--- src/rtl/sprite_compositor.sv ---
// sprite_compositor: N-channel, fixed-priority sprite layer for the VGA path.
// Two-cycle pipeline: stage 0 does the position compares and drives the ROM row
// address; stage 1 picks the opaque channel with the lowest index and registers
// the colour. Positions, enables and palette are held in shadow registers and
// copied to the active set on frame_start. Channel 0 (player) overlap with any
// other opaque channel is accumulated per frame and reported in coll_flags.
// Optional build macro: SPRITE_MIRROR_EN adds per-channel horizontal flip.
module sprite_compositor #(
  parameter int NUM_SPRITES = 5,
  parameter int SPRITE_SIZE = 16,
  parameter int COORD_W     = 10,
  parameter int COLOR_W     = 8
) (
  input  logic                                    Clk,
  input  logic                                    Reset_n,
  input  logic                                    frame_start,
  input  logic                                    pix_valid,
  input  logic [COORD_W-1:0]                      DrawX,
  input  logic [COORD_W-1:0]                      DrawY,
  input  logic [3*COLOR_W-1:0]                    bg_rgb,
  input  logic [NUM_SPRITES*COORD_W-1:0]          spr_x,
  input  logic [NUM_SPRITES*COORD_W-1:0]          spr_y,
  input  logic [NUM_SPRITES-1:0]                  spr_en,
  input  logic [NUM_SPRITES-1:0]                  spr_mirror,
  input  logic                                    pal_we,
  input  logic [$clog2(NUM_SPRITES)-1:0]          pal_idx,
  input  logic [3*COLOR_W-1:0]                    pal_rgb,
  output logic [NUM_SPRITES*$clog2(SPRITE_SIZE)-1:0] row_addr,
  input  logic [NUM_SPRITES*SPRITE_SIZE-1:0]      row_data,
  output logic [COLOR_W-1:0]                      VGA_R,
  output logic [COLOR_W-1:0]                      VGA_G,
  output logic [COLOR_W-1:0]                      VGA_B,
  output logic                                    rgb_valid,
  output logic [NUM_SPRITES-1:0]                  coll_flags,
  output logic                                    coll_valid
);

  localparam int LOG   = $clog2(SPRITE_SIZE);
  localparam int RGB_W = 3 * COLOR_W;
  localparam logic [COORD_W:0] SIZE_W = (COORD_W + 1)'(SPRITE_SIZE);

  // Shadow (written any time) and active (used by the pipeline) state
  logic [NUM_SPRITES*COORD_W-1:0] sh_x, sh_y, act_x, act_y;
  logic [NUM_SPRITES-1:0]         sh_en, act_en;
  logic [RGB_W-1:0]               sh_pal  [NUM_SPRITES];
  logic [RGB_W-1:0]               act_pal [NUM_SPRITES];
`ifdef SPRITE_MIRROR_EN
  logic [NUM_SPRITES-1:0]         sh_mirror, act_mirror;
`else
  logic unused_mirror;
  assign unused_mirror = ^spr_mirror;
`endif

  // Capture shadow state every cycle and commit it to the active set at frame start
  always_ff @(posedge Clk) begin
    if (!Reset_n) begin
      sh_x   <= '0;
      sh_y   <= '0;
      sh_en  <= '0;
      act_x  <= '0;
      act_y  <= '0;
      act_en <= '0;
      for (int k = 0; k < NUM_SPRITES; k++) begin
        sh_pal[k]  <= '1;
        act_pal[k] <= '1;
      end
`ifdef SPRITE_MIRROR_EN
      sh_mirror  <= '0;
      act_mirror <= '0;
`endif
    end else begin
      sh_x  <= spr_x;
      sh_y  <= spr_y;
      sh_en <= spr_en;
`ifdef SPRITE_MIRROR_EN
      sh_mirror <= spr_mirror;
`endif
      for (int k = 0; k < NUM_SPRITES; k++) begin
        if (pal_we && (32'(pal_idx) == k))
          sh_pal[k] <= pal_rgb;
      end
      if (frame_start) begin
        act_x  <= sh_x;
        act_y  <= sh_y;
        act_en <= sh_en;
`ifdef SPRITE_MIRROR_EN
        act_mirror <= sh_mirror;
`endif
        // A palette write landing in the commit cycle must not be lost
        for (int k = 0; k < NUM_SPRITES; k++)
          act_pal[k] <= (pal_we && (32'(pal_idx) == k)) ? pal_rgb : sh_pal[k];
      end
    end
  end

  // ---- stage 0: position compare, ROM row address ----
  logic [NUM_SPRITES-1:0]     hit_p0;
  logic [NUM_SPRITES*LOG-1:0] col_p0;
  logic [COORD_W:0]           draw_x_w, draw_y_w;

  assign draw_x_w = {1'b0, DrawX};
  assign draw_y_w = {1'b0, DrawY};

  for (genvar g = 0; g < NUM_SPRITES; g++) begin : g_stage0
    logic [COORD_W:0] x_w, y_w;
    logic             in_x, in_y;
    // One extra bit keeps x+SIZE from wrapping back to column 0
    assign x_w  = {1'b0, act_x[g*COORD_W +: COORD_W]};
    assign y_w  = {1'b0, act_y[g*COORD_W +: COORD_W]};
    assign in_x = (draw_x_w >= x_w) && (draw_x_w < x_w + SIZE_W);
    assign in_y = act_en[g] && (draw_y_w >= y_w) && (draw_y_w < y_w + SIZE_W);
    assign hit_p0[g] = in_x && in_y;
    assign col_p0[g*LOG +: LOG] = DrawX[LOG-1:0] - act_x[g*COORD_W +: LOG];
    assign row_addr[g*LOG +: LOG] =
      in_y ? (DrawY[LOG-1:0] - act_y[g*COORD_W +: LOG]) : '0;
  end

  logic                       vld_p1;
  logic [NUM_SPRITES-1:0]     hit_p1;
  logic [NUM_SPRITES*LOG-1:0] col_p1;
  logic [RGB_W-1:0]           bg_p1;

  // Stage 0 -> 1 valid; cleared on reset so in-flight pixels are dropped
  always_ff @(posedge Clk) begin
    if (!Reset_n) vld_p1 <= 1'b0;
    else          vld_p1 <= pix_valid;
  end

  // Stage 0 -> 1 data; qualified by vld_p1 downstream so no reset needed
  always_ff @(posedge Clk) begin
    hit_p1 <= hit_p0;
    col_p1 <= col_p0;
    bg_p1  <= bg_rgb;
  end

  // ---- stage 1: opacity lookup, priority select ----
  logic [NUM_SPRITES-1:0] opaque_p1;

  for (genvar g = 0; g < NUM_SPRITES; g++) begin : g_stage1
    logic [SPRITE_SIZE-1:0] row_k;
    logic [LOG-1:0]         bit_sel;
    assign row_k = row_data[g*SPRITE_SIZE +: SPRITE_SIZE];
    // Leftmost pixel is the MSB, so column c maps to bit SIZE-1-c == ~c
`ifdef SPRITE_MIRROR_EN
    assign bit_sel = act_mirror[g] ? col_p1[g*LOG +: LOG] : ~col_p1[g*LOG +: LOG];
`else
    assign bit_sel = ~col_p1[g*LOG +: LOG];
`endif
    assign opaque_p1[g] = hit_p1[g] && row_k[bit_sel];
  end

  logic [RGB_W-1:0] win_rgb_p1;

  // Fixed priority: walk from highest index down so channel 0 wins last
  always_comb begin
    win_rgb_p1 = bg_p1;
    for (int k = NUM_SPRITES - 1; k >= 0; k--) begin
      if (opaque_p1[k]) win_rgb_p1 = act_pal[k];
    end
  end

  logic [NUM_SPRITES-1:0] coll_now_p1;

  // Player overlap with any other opaque channel on a valid pixel
  always_comb begin
    coll_now_p1 = '0;
    if (vld_p1 && opaque_p1[0])
      coll_now_p1 = {opaque_p1[NUM_SPRITES-1:1], 1'b0};
  end

  // ---- stage 1 -> output register ----
  always_ff @(posedge Clk) begin
    if (!Reset_n) begin
      {VGA_R, VGA_G, VGA_B} <= '0;
      rgb_valid             <= 1'b0;
    end else begin
      {VGA_R, VGA_G, VGA_B} <= vld_p1 ? win_rgb_p1 : '0;
      rgb_valid             <= vld_p1;
    end
  end

  logic [NUM_SPRITES-1:0] coll_acc;

  // Per-frame collision accumulator, published and cleared at frame start
  always_ff @(posedge Clk) begin
    if (!Reset_n) begin
      coll_acc   <= '0;
      coll_flags <= '0;
      coll_valid <= 1'b0;
    end else if (frame_start) begin
      coll_flags <= coll_acc | coll_now_p1;
      coll_acc   <= '0;
      coll_valid <= 1'b1;
    end else begin
      coll_acc   <= coll_acc | coll_now_p1;
      coll_valid <= 1'b0;
    end
  end

endmodule

--- config.mk ---
export PLATFORM = sky130hd
export DESIGN_NAME = sprite_compositor
export DESIGN_NICKNAME = d
export VERILOG_FILES = /design/src/rtl/sprite_compositor.sv
export SDC_FILE = /design/constraint.sdc
export NUM_CORES = 1
export LEC_CHECK = 0
export ABC_CLOCK_PERIOD_IN_PS = 11900
export CAP_MARGIN = 5
export CORE_MARGIN = 2
export CORE_UTILIZATION = 40
export CTS_BUF_LIST = sky130_fd_sc_hd__clkbuf_8
export DETAILED_ROUTE_END_ITERATION = 10
export PLACE_DENSITY_LB_ADDON = 0.3
export SLEW_MARGIN = 25
export SYNTH_ARGS = -nofsm -noshare
export SYNTH_HDL_FRONTEND = slang
export SYNTH_SLANG_ARGS = --single-unit
--- constraint.sdc ---
create_clock -name Clk -period 11.9 [get_ports Clk]
set_input_delay 1.785 -clock Clk [delete_from_list [all_inputs] [get_ports Clk]]
set_output_delay 1.785 -clock Clk [all_outputs]
set_load 0.03 [all_outputs]
Word level (Yosys, flattened, before mapping)
Memory sizes are Yosys's and may differ from the RTL's.
Index checks and enable logic that the tools add are counted.
{ "totals": {"inputBits": 266, "memories": 2, "reg_bits": 296, "wordCells": 174, "out_inout_bits": 51, "mem_bits_rw": 240} }
{ "memory_table": {"columns": ["memory", "words", "word_bits", "read_ports", "rd_clocked_by_memory_dff", "write_ports", "line_no", "rtl"], "rows": [
  ["act_pal", 5, 24, 5, 0, 5, "46", "logic [RGB_W-1:0] act_pal [NUM_SPRITES];"],
  ["sh_pal", 5, 24, 5, 0, 5, "45", "logic [RGB_W-1:0] sh_pal [NUM_SPRITES];"]
]} }
{ "classes": {"bitwise_logic": 17, "n_reduce_logical": 34, "n_lt_le_gt_ge": 25, "n_addsub": 20, "eq_ne": 4, "n_mux": 55} }
{ "ops": {"columns": ["cell", "n"], "rows": [
  ["$mux 24", 20],
  ["$add 10x5->11 const B", 10],
  ["$lt 10x11->1", 10],
  ["$ge 10x10->1", 10],
  ["$sub 4x4->4", 10],
  ["$logic_and 1x1->1", 31],
  ["$lt 4x5->1 const B", 5],
  ["$mux 1", 24],
  ["$bmux 1 s4", 5],
  ["$mux 4", 5],
  ["$not 4->4", 5],
  ["$or 1x1->1", 10],
  ["$eq 3x2->1 const B", 2],
  ["$mux 5", 1],
  ["$or 5x5->5", 1],
  ["$eq 3x1->1 const B", 1],
  ["$eq 3x3->1 const B", 1],
  ["$logic_not 3->1", 1],
  ["$reduce_and 2->1", 1],
  ["$reduce_or 2->1", 1],
  ["$not 1->1", 1]
]} }

Longest topological paths before layout
Gate-level depths: netlist of run 1.
{ "logic_depth": {"depth_word": 9, "depth_mapped": 11} }

Worst setup path before layout of run 1
OpenSTA, ideal clock, no wires.
{ "synth_timing": {"path_type": "input port to flip-flop", "start": "in frame_start", "end": "mem act_pal[0][0] (netlist name) (enable)", "arrival_ns": 5.248, "stages": 3, "n_path_buf": 2, "path_slack_ns": 6.149, "required_ns": 11.397, "cell_sequence": "clkbuf_1 -> clkbuf_1 -> nand2b_1"} }
{ "synth_rtl": {"columns": ["item", "line_no", "rtl"], "rows": [
  ["start: declaration", "16", "input logic frame_start,"],
  ["end: declaration", "46", null]
]} }

Worst setup path after layout of run 1
{ "layout_timing": {"start": "in DrawY[7]", "end": "out row_addr[19]"} }
{ "layout_between": {"elab_chain_cells": 4, "elab_cells_between_ends": 5, "classes_between": "order compare (2); mux (1); reduce/logical (2)"} }
{ "layout_rtl": {"columns": ["item", "line_no", "rtl"], "rows": [
  ["start: declaration", "19", "input logic [COORD_W-1:0] DrawY,"],
  ["$ge 10x10->1", "111", "assign in_y = act_en[g] && (draw_y_w >= y_w) && (draw_y_w < y_w + SIZE_W);"],
  ["$logic_and 1x1->1", "111", null],
  ["$logic_and 1x1->1 (*)", "111", null],
  ["$mux 4 (*)", "115", "in_y ? (DrawY[LOG-1:0] - act_y[g*COORD_W +: LOG]) : '0;"],
  ["end: declaration", "28", "output logic [NUM_SPRITES*$clog2(SPRITE_SIZE)-1:0] row_addr,"]
]} }
Every way passes the cells marked *; elsewhere a longest branch is shown, timed or not.

==> results of run 1 <==
==> worst register-to-register path: stages, from the launching register on <==
cell and delay, ns:
dfxtp_1 0.45, mux4_2 0.56, a32oi_2 0.27, o41ai_2 0.22
nor3_2 0.27, nand2_2 0.58, o221ai_1 0.53, a21oi_1 0.10
==> sequential cells by signal, indices dropped and copies added, names as in the netlist, 8 cells and up <==
name     cells
act_pal    120
sh_pal     120
act_x       50
act_y       50
sh_x        50
sh_y        50
bg_p1       24
col_p1      20
VGA_B        8
VGA_G        8
VGA_R        8
==> logic make-up after synthesis <==
| kind of cell | after synthesis | synth area share (%) |
|---|---|---|
| multiplexers | 158 | 7.17 |
| flip-flops | 534 | 53.0 |
| AO/OA/AOI/OAI | 267 | 8.39 |
| other | 1 | 0.0152 |
| adder cells (fa/ha/maj) | 180 | 9.41 |
| XOR/XNOR | 55 | 1.95 |
| buffers and inverters | 228 | 3.75 |
| AND/OR/NAND/NOR | 799 | 16.4 |
==> power groups by stage <==
stage               clock (W)  combinational (W)  sequential (W)
floorplan                   0           0.000271         0.00211
global placement            0           0.000462         0.00212
detailed placement          0           0.000474         0.00212
CTS                   0.00178           0.000478         0.00208
global route          0.00186           0.000526         0.00209
finish                0.00174           0.000474         0.00208
==> metrics by stage <==
stage	std cells	total power, W	hold WS [ns]	setup WS, ns
6_report	3425	0.00430	0.460	4.83
2_1_floorplan	2222	0.00238	0.424	6.15
3_5_place_dp	3252	0.00259	0.441	4.84
4_1_cts	3421	0.00434	0.454	4.83
5_1_grt	3425	0.00447	0.505	4.53
3_3_place_gp	3252	0.00258	0.437	4.79
==> path summary, 6_finish.rpt <==
path	start	end	slack, ns
setup / recovery	DrawY[7]	row_addr[19]	4.83
hold / removal	coll_acc[3]$_SDFF_PP0_	coll_acc[3]$_SDFF_PP0_	0.46
setup reg to reg	col_p1[0]$_DFF_P_	VGA_G[6]$_SDFF_PN0_	8.81
hold reg to reg	coll_acc[3]$_SDFF_PP0_	coll_acc[3]$_SDFF_PP0_	0.46
==> layer usage <==
layer | track usage (%) | wire (µm) | vias up
met2 | 36.2 | 33100 | 569
met3 | 4.06 | 4110 | 136
met4 | 8.30 | 1790 | 8
met1 | 24.6 | 26900 | 8462
met5 | 0 | 60 | -
li1 | - | - | 8482
==> cell type report <==
class                   instances  area, µm²  share of cell area [%]
inverters                     129        484                    1.58
clock inverters                51        347                    1.13
well taps                     790        988                    3.23
flip-flops and latches        534      13100                    42.8
multi-input cells            1460      10700                    35.1
repair buffers                339       3330                    10.9
diodes                          4       10.0                  0.0327
clock buffers                 118       1620                    5.31
==> cells in the final DEF, fill, tap and decap left out, types with 15 or more instances in the layout <==
cell type	n
nor3_1	20
nand3_1	169
a21oi_2	19
dfxtp_1	294
inv_1	163
buf_4	27
nor2b_1	118
ha_1	170
o221ai_2	20
o221a_2	16
and2_1	113
clkbuf_8	118
edfxtp_1	240
nand2_1	261
nor2_1	39
mux2i_1	141
o21a_1	15
mux4_2	15
a21oi_1	45
xnor2_1	45
a21o_1	25
o21ai_0	55
or2_2	30
clkdlybuf4s50_1	308
==> flow_metrics.tcl, run 1 <==
set metrics [dict create \
    start_util_pct 40.3 \
    cp-start-kind "input port" \
    report.final.slew_viol_count 0 \
    cts_buffers 90 \
    antenna_found_initial 9 \
    cp.buffers_inverters 2 \
    cts_resized 0 \
    finish.instance_area_um2 30600 \
    seqPwrFrac_pct 48.5 \
    cts_setup_buffers 0 \
    place.gp.congestion 0.878 \
    crit_family "buffers and inverters" \
    io_buffers 310 \
    syn_nets 2668 \
    synth_top_area_share_pct 29.1 \
    synth_async_sr_flop_share_pct 0 \
    cts_tree "yes" \
    drc 0 \
    cp.depth 10 \
    ctsHoldBuffers 0 \
    vias_per_cell 5.16 \
    status "complete, no violations" \
    critPathMaxStageDelay_ns 0.92 \
    avgSynthCellArea_um2 11.1 \
    fin_util_pct 49.9 \
    synth-edff-count 240 \
    vias 17700 \
    ir_worst_vdd_uv 116 \
    arrival_ns 5.29 \
    drt-total-wl_um 65900 \
    pwr-share-comb_pct 11.0 \
    p_leak_nw 11.6 \
    slowest_stage "clkdlybuf4s50_1" \
    core_region_area_um2 61400 \
    p_sw_w 0.00107 \
    maxSlewHeadroom_pct 31.5 \
    die_h_um 253 \
    dr.pass1.iters 5 \
    p_int_w 0.00323 \
    root_buffer "clkbuf_8" \
    worst_pin_slew_ns 1.02 \
    grt_use_total_pct 20.6 \
    grt_pass1_vias 18300 \
    hold_path_class "reg -> reg" \
    clock_power_share_pct 40.5 \
    grt_max_degree 122 \
    num_rows 91 \
    h-tree-depth 3 \
    insertion_delay_ns 0.70 \
    synthTopCellsByArea "edfxtp_1 (29%), dfxtp_1 (24%), ha_1 (8.6%)" \
    worstRegToRegCells 7 \
    synth_largest_area_cell "edfxtp_1" \
    swShare_pct 24.8 \
    cap_violations 0 \
    period_share_pct 59.4 \
    yosys_warnings 0 \
    synth-main-ff-cell "dfxtp_1" \
    ant_nets 0 \
    ys_seq_elements 534 \
    critPathKind "in -> out" \
    wl_per_cell_um 19.2 \
    placed_area_um2 28600 \
    netlist_area_um2 24700 \
    hold_path_depth 2 \
    drtIter0Drc 1029 \
    dieWidth_um 253 \
    place_hpwl_um 44000 \
    synth_cells 2222 \
    post-route-min-period_ns 7.07 \
    setup_violations 0 \
    hold_viol 0 \
    power_density_nw_per_um2 140 \
    clock-sinks 534 \
    n_fill_cell 5392 \
    finClkSkew_ns 0.0484 \
    clk_pin_slew_ns 0.05 \
    tns_ns 0 \
    critPathMaxFanout 10 \
    synth.distinct_cells 63 \
    max_freq_mhz 141 \
    cp-end-kind "output pin" \
    overflow 0 \
    crit_chain "clkdlybuf4s50_1 -> ha_1 -> a21o_1 -> a211oi_1 -> and3_1 -> a21oi_1 -> o21ai_0 -> o21ai_0 -> nor3b_1 -> clkdlybuf4s50_1" \
    area_growth_pct 23.8 \
    rsz0062_at_grt "false" \
    die_area_um2 63800 \
    yosysSeqAreaShare_pct 53.0 \
    fin_nets 3000 \
    ctsLongestPathBuffers 3 \
    crit_required_ns 10.12 \
    pin_count 317 \
    synth_most_common_cell "dfxtp_1" \
    grt_pass1_wl_um 101000 \
    drive_above_1_share_pct 10.8 \
    yosys-top-cells-count "dfxtp_1 (294), nand2_1 (262), edfxtp_1 (240), nand3_1 (171), ha_1 (170)" \
]
Power figures use the tool's default switching activity.
==> inputs of run 2 (changes only) <==
--- a/config.mk
+++ b/config.mk
@@ -5,7 +5,7 @@
 export SDC_FILE = /design/constraint.sdc
 export NUM_CORES = 1
 export LEC_CHECK = 0
-export ABC_CLOCK_PERIOD_IN_PS = 11900
+export ABC_CLOCK_PERIOD_IN_PS = 7300
 export CAP_MARGIN = 5
 export CORE_MARGIN = 2
 export CORE_UTILIZATION = 40
==> constraint.sdc (replaced) <==
create_clock -name Clk -period 7.3 [get_ports Clk]
set_input_delay 1.095 -clock Clk [delete_from_list [all_inputs] [get_ports Clk]]
set_output_delay 1.095 -clock Clk [all_outputs]
set_load 0.03 [all_outputs]
==> flow_metrics.tcl, run 2 (synthesis results as in run 1) <==
set metrics [dict create \
    grt_pass1_vias 18300 \
    layout_common_cells "clkdlybuf4s50_1 (308), dfxtp_1 (294), nand2_1 (259)" \
    max_freq_mhz 176 \
    die_h_um 253 \
    arrival_ns 4.59 \
    vias_per_cell 5.14 \
    maxSlewHeadroom_pct 31.1 \
    rsz0062_at_grt "false" \
    io_buffers 310 \
    cts_setup_buffers 0 \
    drtIter0Drc 875 \
    grt_max_degree 112 \
    insertion_delay_ns 0.71 \
    core_region_area_um2 61400 \
    n_fill_cell 5401 \
    tns_ns 0 \
    p_leak_nw 11.6 \
    grt_use_total_pct 20.7 \
    hold_path_depth 2 \
    status "complete, no violations" \
    cp-end-kind "output pin" \
    place.gp.congestion 0.870 \
    num_rows 91 \
    vias 17600 \
    fin_util_pct 49.8 \
    pin_count 317 \
    wl_per_cell_um 19.4 \
    ctsLongestPathBuffers 3 \
    final_common_cell "clkdlybuf4s50_1" \
    grt_pass1_wl_um 102000 \
    worst_pin_slew_ns 1.03 \
    ant_nets 0 \
    die_area_um2 63800 \
    power_density_nw_per_um2 228 \
    period_share_pct 77.9 \
    ir_worst_vdd_uv 140 \
    area_growth_pct 23.6 \
    cts_tree "yes" \
    drive_above_1_share_pct 10.5 \
    critPathKind "in -> out" \
    fin_nets 3000 \
    cap_violations 0 \
    post-route-min-period_ns 5.69 \
    largestRegisters "act_pal x120, sh_pal x120" \
    clock-sinks 534 \
    overflow 0 \
    setup_violations 0 \
    clk_pin_slew_ns 0.05 \
    cts_resized 0 \
    critPathMaxFanout 10 \
    report.final.slew_viol_count 0 \
    worstRegToRegCells 7 \
    drt-total-wl_um 66300 \
    cts_buffers 92 \
    antenna_found_initial 11 \
    ctsHoldBuffers 0 \
    hold_viol 0 \
    drc 0 \
    crit_required_ns 6.20 \
    place_hpwl_um 44000 \
    dieWidth_um 253 \
    finClkSkew_ns 0.0555 \
    root_buffer "clkbuf_8" \
    cp-start-kind "input port" \
    dr.pass1.iters 5 \
    start_util_pct 40.3 \
    h-tree-depth 3 \
    hold_path_class "reg -> reg" \
]
==> run 2: layer usage <==
metal  routed length (µm)  up-vias  global-route usage, %
li1                     -     8478                      -
met1                27400     8496                   25.0
met2                33400      512                   36.6
met3                 3840      124                   4.27
met4                 1570        8                   7.08
met5                   68        -                      0
==> run 2: final cells by class <==
type	count	area, µm²	share of cell area, %
flip-flops and latches	534	13100	42.8
well taps	790	988	3.23
clock buffers	113	1560	5.09
repair buffers	337	3310	10.8
multi-input cells	1460	10700	35.2
inverters	129	484	1.58
diodes	5	12.5	0.0409
clock inverters	57	373	1.22
==> run 2: power breakdown <==
group          switching, W  internal (W)
sequential        0.0000829       0.00331
clock               0.00127       0.00152
combinational      0.000391      0.000380
==> run 2: worst max-delay path, cell delays in order <==
cell and delay [ns]:
clkdlybuf4s50_1 0.91, ha_1 0.37, a21o_1 0.19, a211oi_1 0.29, and3_1 0.20, a21oi_1 0.04
o21ai_0 0.08, o21ai_0 0.37, nor3b_1 0.33, clkdlybuf4s50_1 0.73
==> run 2: final timing paths <==
kind / from / to / slack [ns]
worst max-delay path: DrawY[7] / row_addr[19] / 1.61
worst min-delay path: sh_y[16]$_SDFF_PN0_ / act_y[16]$_SDFFE_PN0P_ / 0.45
worst max register to register: col_p1[1]$_DFF_P_ / VGA_G[6]$_SDFF_PN0_ / 4.14
worst min register to register: sh_y[16]$_SDFF_PN0_ / act_y[16]$_SDFFE_PN0P_ / 0.45
==> run 2: stage by stage <==
stage	hold WS, ns	power (W)	setup slack [ns]	cell area, µm²	std cells
2_1_floorplan	0.424	0.00388	2.24	24700	2222
3_3_place_gp	0.437	0.00420	1.67	28600	3250
3_5_place_dp	0.443	0.00423	1.69	28600	3250
4_1_cts	0.453	0.00704	1.67	30500	3420
5_1_grt	0.482	0.00725	1.39	30600	3425
6_report	0.455	0.00696	1.61	30600	3425
==> inputs of run 3 (changes only) <==
--- a/config.mk
+++ b/config.mk
@@ -5,7 +5,7 @@
 export SDC_FILE = /design/constraint.sdc
 export NUM_CORES = 1
 export LEC_CHECK = 0
-export ABC_CLOCK_PERIOD_IN_PS = 7300
+export ABC_CLOCK_PERIOD_IN_PS = 5750
 export CAP_MARGIN = 5
 export CORE_MARGIN = 2
 export CORE_UTILIZATION = 40
==> constraint.sdc (replaced) <==
create_clock -name Clk -period 5.75 [get_ports Clk]
set_input_delay 0.8625 -clock Clk [delete_from_list [all_inputs] [get_ports Clk]]
set_output_delay 0.8625 -clock Clk [all_outputs]
set_load 0.03 [all_outputs]
==> flow_metrics.tcl, run 3 (synthesis results as in run 1) <==
set metrics [dict create \
    core_region_area_um2 61400 \
    crit_required_ns 4.89 \
    grt_use_total_pct 20.7 \
    max_freq_mhz 188 \
    layout_common_cells "clkdlybuf4s50_1 (308), dfxtp_1 (294), nand2_1 (261)" \
    ctsLongestPathBuffers 3 \
    dieWidth_um 253 \
    drtIter0Drc 879 \
    finClkSkew_ns 0.0567 \
    area_growth_pct 24.2 \
    hold_viol 0 \
    setup_ws_ns 0.432 \
    antenna_found_initial 15 \
    cts_tree "yes" \
    dr.pass1.iters 7 \
    period_share_pct 92.5 \
    status "complete, no violations" \
    maxSlewHeadroom_pct 28.9 \
    power_density_nw_per_um2 293 \
    io_buffers 310 \
    wl_per_cell_um 19.2 \
    clk_pin_slew_ns 0.06 \
    p_leak_nw 11.7 \
    pre_cts_ws_ns 0.446 \
    clock-sinks 534 \
    post-route-min-period_ns 5.32 \
    cts_resized 0 \
    start_util_pct 40.3 \
    largestRegisters "act_pal x120, sh_pal x120" \
    slowest_stage "clkdlybuf4s50_1" \
    hold_path_class "reg -> reg" \
    ctsHoldBuffers 0 \
    critPathKind "in -> out" \
    drt-total-wl_um 66000 \
    tns_ns 0 \
    critPathMaxFanout 10 \
    place_hpwl_um 44400 \
    drive_above_1_share_pct 11.0 \
    grt_pass1_vias 18400 \
    num_rows 91 \
    insertion_delay_ns 0.72 \
    report.final.slew_viol_count 0 \
    cts_setup_buffers 0 \
    pin_count 317 \
    overflow 0 \
    vias_per_cell 5.16 \
    cp-end-kind "output pin" \
    cp.buffers_inverters 2 \
    rsz0062_at_grt "false" \
    die_area_um2 63800 \
    worst_pin_slew_ns 1.06 \
    final_common_cell "clkdlybuf4s50_1" \
    cp-start-kind "input port" \
    cts_buffers 91 \
    die_h_um 253 \
    drc 0 \
    critPathMaxStageDelay_ns 0.92 \
    cap_violations 0 \
    grt_max_degree 102 \
    vias 17700 \
    root_buffer "clkbuf_8" \
    arrival_ns 4.46 \
    ir_worst_vdd_uv 224 \
    h-tree-depth 3 \
    crit_chain "clkdlybuf4s50_1 -> ha_1 -> a21o_1 -> a211oi_1 -> and3_1 -> a21oi_1 -> o21ai_0 -> o21ai_0 -> nor3b_1 -> clkdlybuf4s50_1" \
    place.gp.congestion 0.843 \
    grt_pass1_wl_um 102000 \
    crit_family "buffers and inverters" \
    ant_nets 0 \
    setup_violations 0 \
    fin_nets 3004 \
]
-- run 3: layout make-up --
cell class / count / area, µm²
Clock inverter: 47 / 362
Tap cell: 790 / 988
Multi-Input combinational cell: 1460 / 10700
Sequential cell: 534 / 13100
Clock buffer: 121 / 1670
Antenna cell: 8 / 20.0
Inverter: 129 / 484
Timing Repair Buffer: 342 / 3370
Fill cell: 5397 / 30700
-- run 3: where the power goes --
part | total (W) | internal [W] | switching (W)
sequential | 0.00431 | 0.00420 | 0.000106
clock | 0.00370 | 0.00209 | 0.00162
combinational | 0.000983 | 0.000486 | 0.000497
-- run 3: layer usage --
metal | vias up | part of all wire [%] | wire length (µm) | track usage, %
li1 | 8484 | - | - | -
met1 | 8551 | 42 | 27400 | 24.6
met2 | 499 | 49 | 32700 | 36.2
met3 | 150 | 5.8 | 3860 | 4.82
met4 | 12 | 3.1 | 2020 | 8.10
met5 | - | 0.12 | 78 | 0
-- run 3: worst paths after layout --
kind                                from                     end  slack, ns  cells past startpoint
setup / recovery                DrawY[7]            row_addr[19]       0.43                     10
hold / removal    coll_acc[4]$_SDFF_PP0_  coll_acc[4]$_SDFF_PP0_       0.45                      2
setup reg to reg       col_p1[1]$_DFF_P_     VGA_B[3]$_SDFF_PN0_       2.60                      8
hold reg to reg   coll_acc[4]$_SDFF_PP0_  coll_acc[4]$_SDFF_PP0_       0.45                      2
-- run 3: worst register-to-register path, delay by kind of cell (launching register included) --
kind | cells | cell delay (ns)
flip-flops | 1 | 0.49
multiplexers | 1 | 0.13
AO/OA/AOI/OAI | 3 | 1.01
AND/OR/NAND/NOR | 3 | 1.11
buffers and inverters | 1 | 0.35
-- run 3: metrics by stage --
step           total power [W]  utilization, %  std cells  hold slack [ns]  cell area [µm²]
2_1_floorplan          0.00493               -       2222            0.424            24700
3_3_place_gp           0.00534            46.7       3254            0.436            28600
3_5_place_dp           0.00537            46.7       3254            0.439            28600
4_1_cts                0.00909            50.0       3422            0.454            30700
5_1_grt                0.00938            50.0       3430            0.468            30700
6_report               0.00899            50.0       3431            0.449            30700
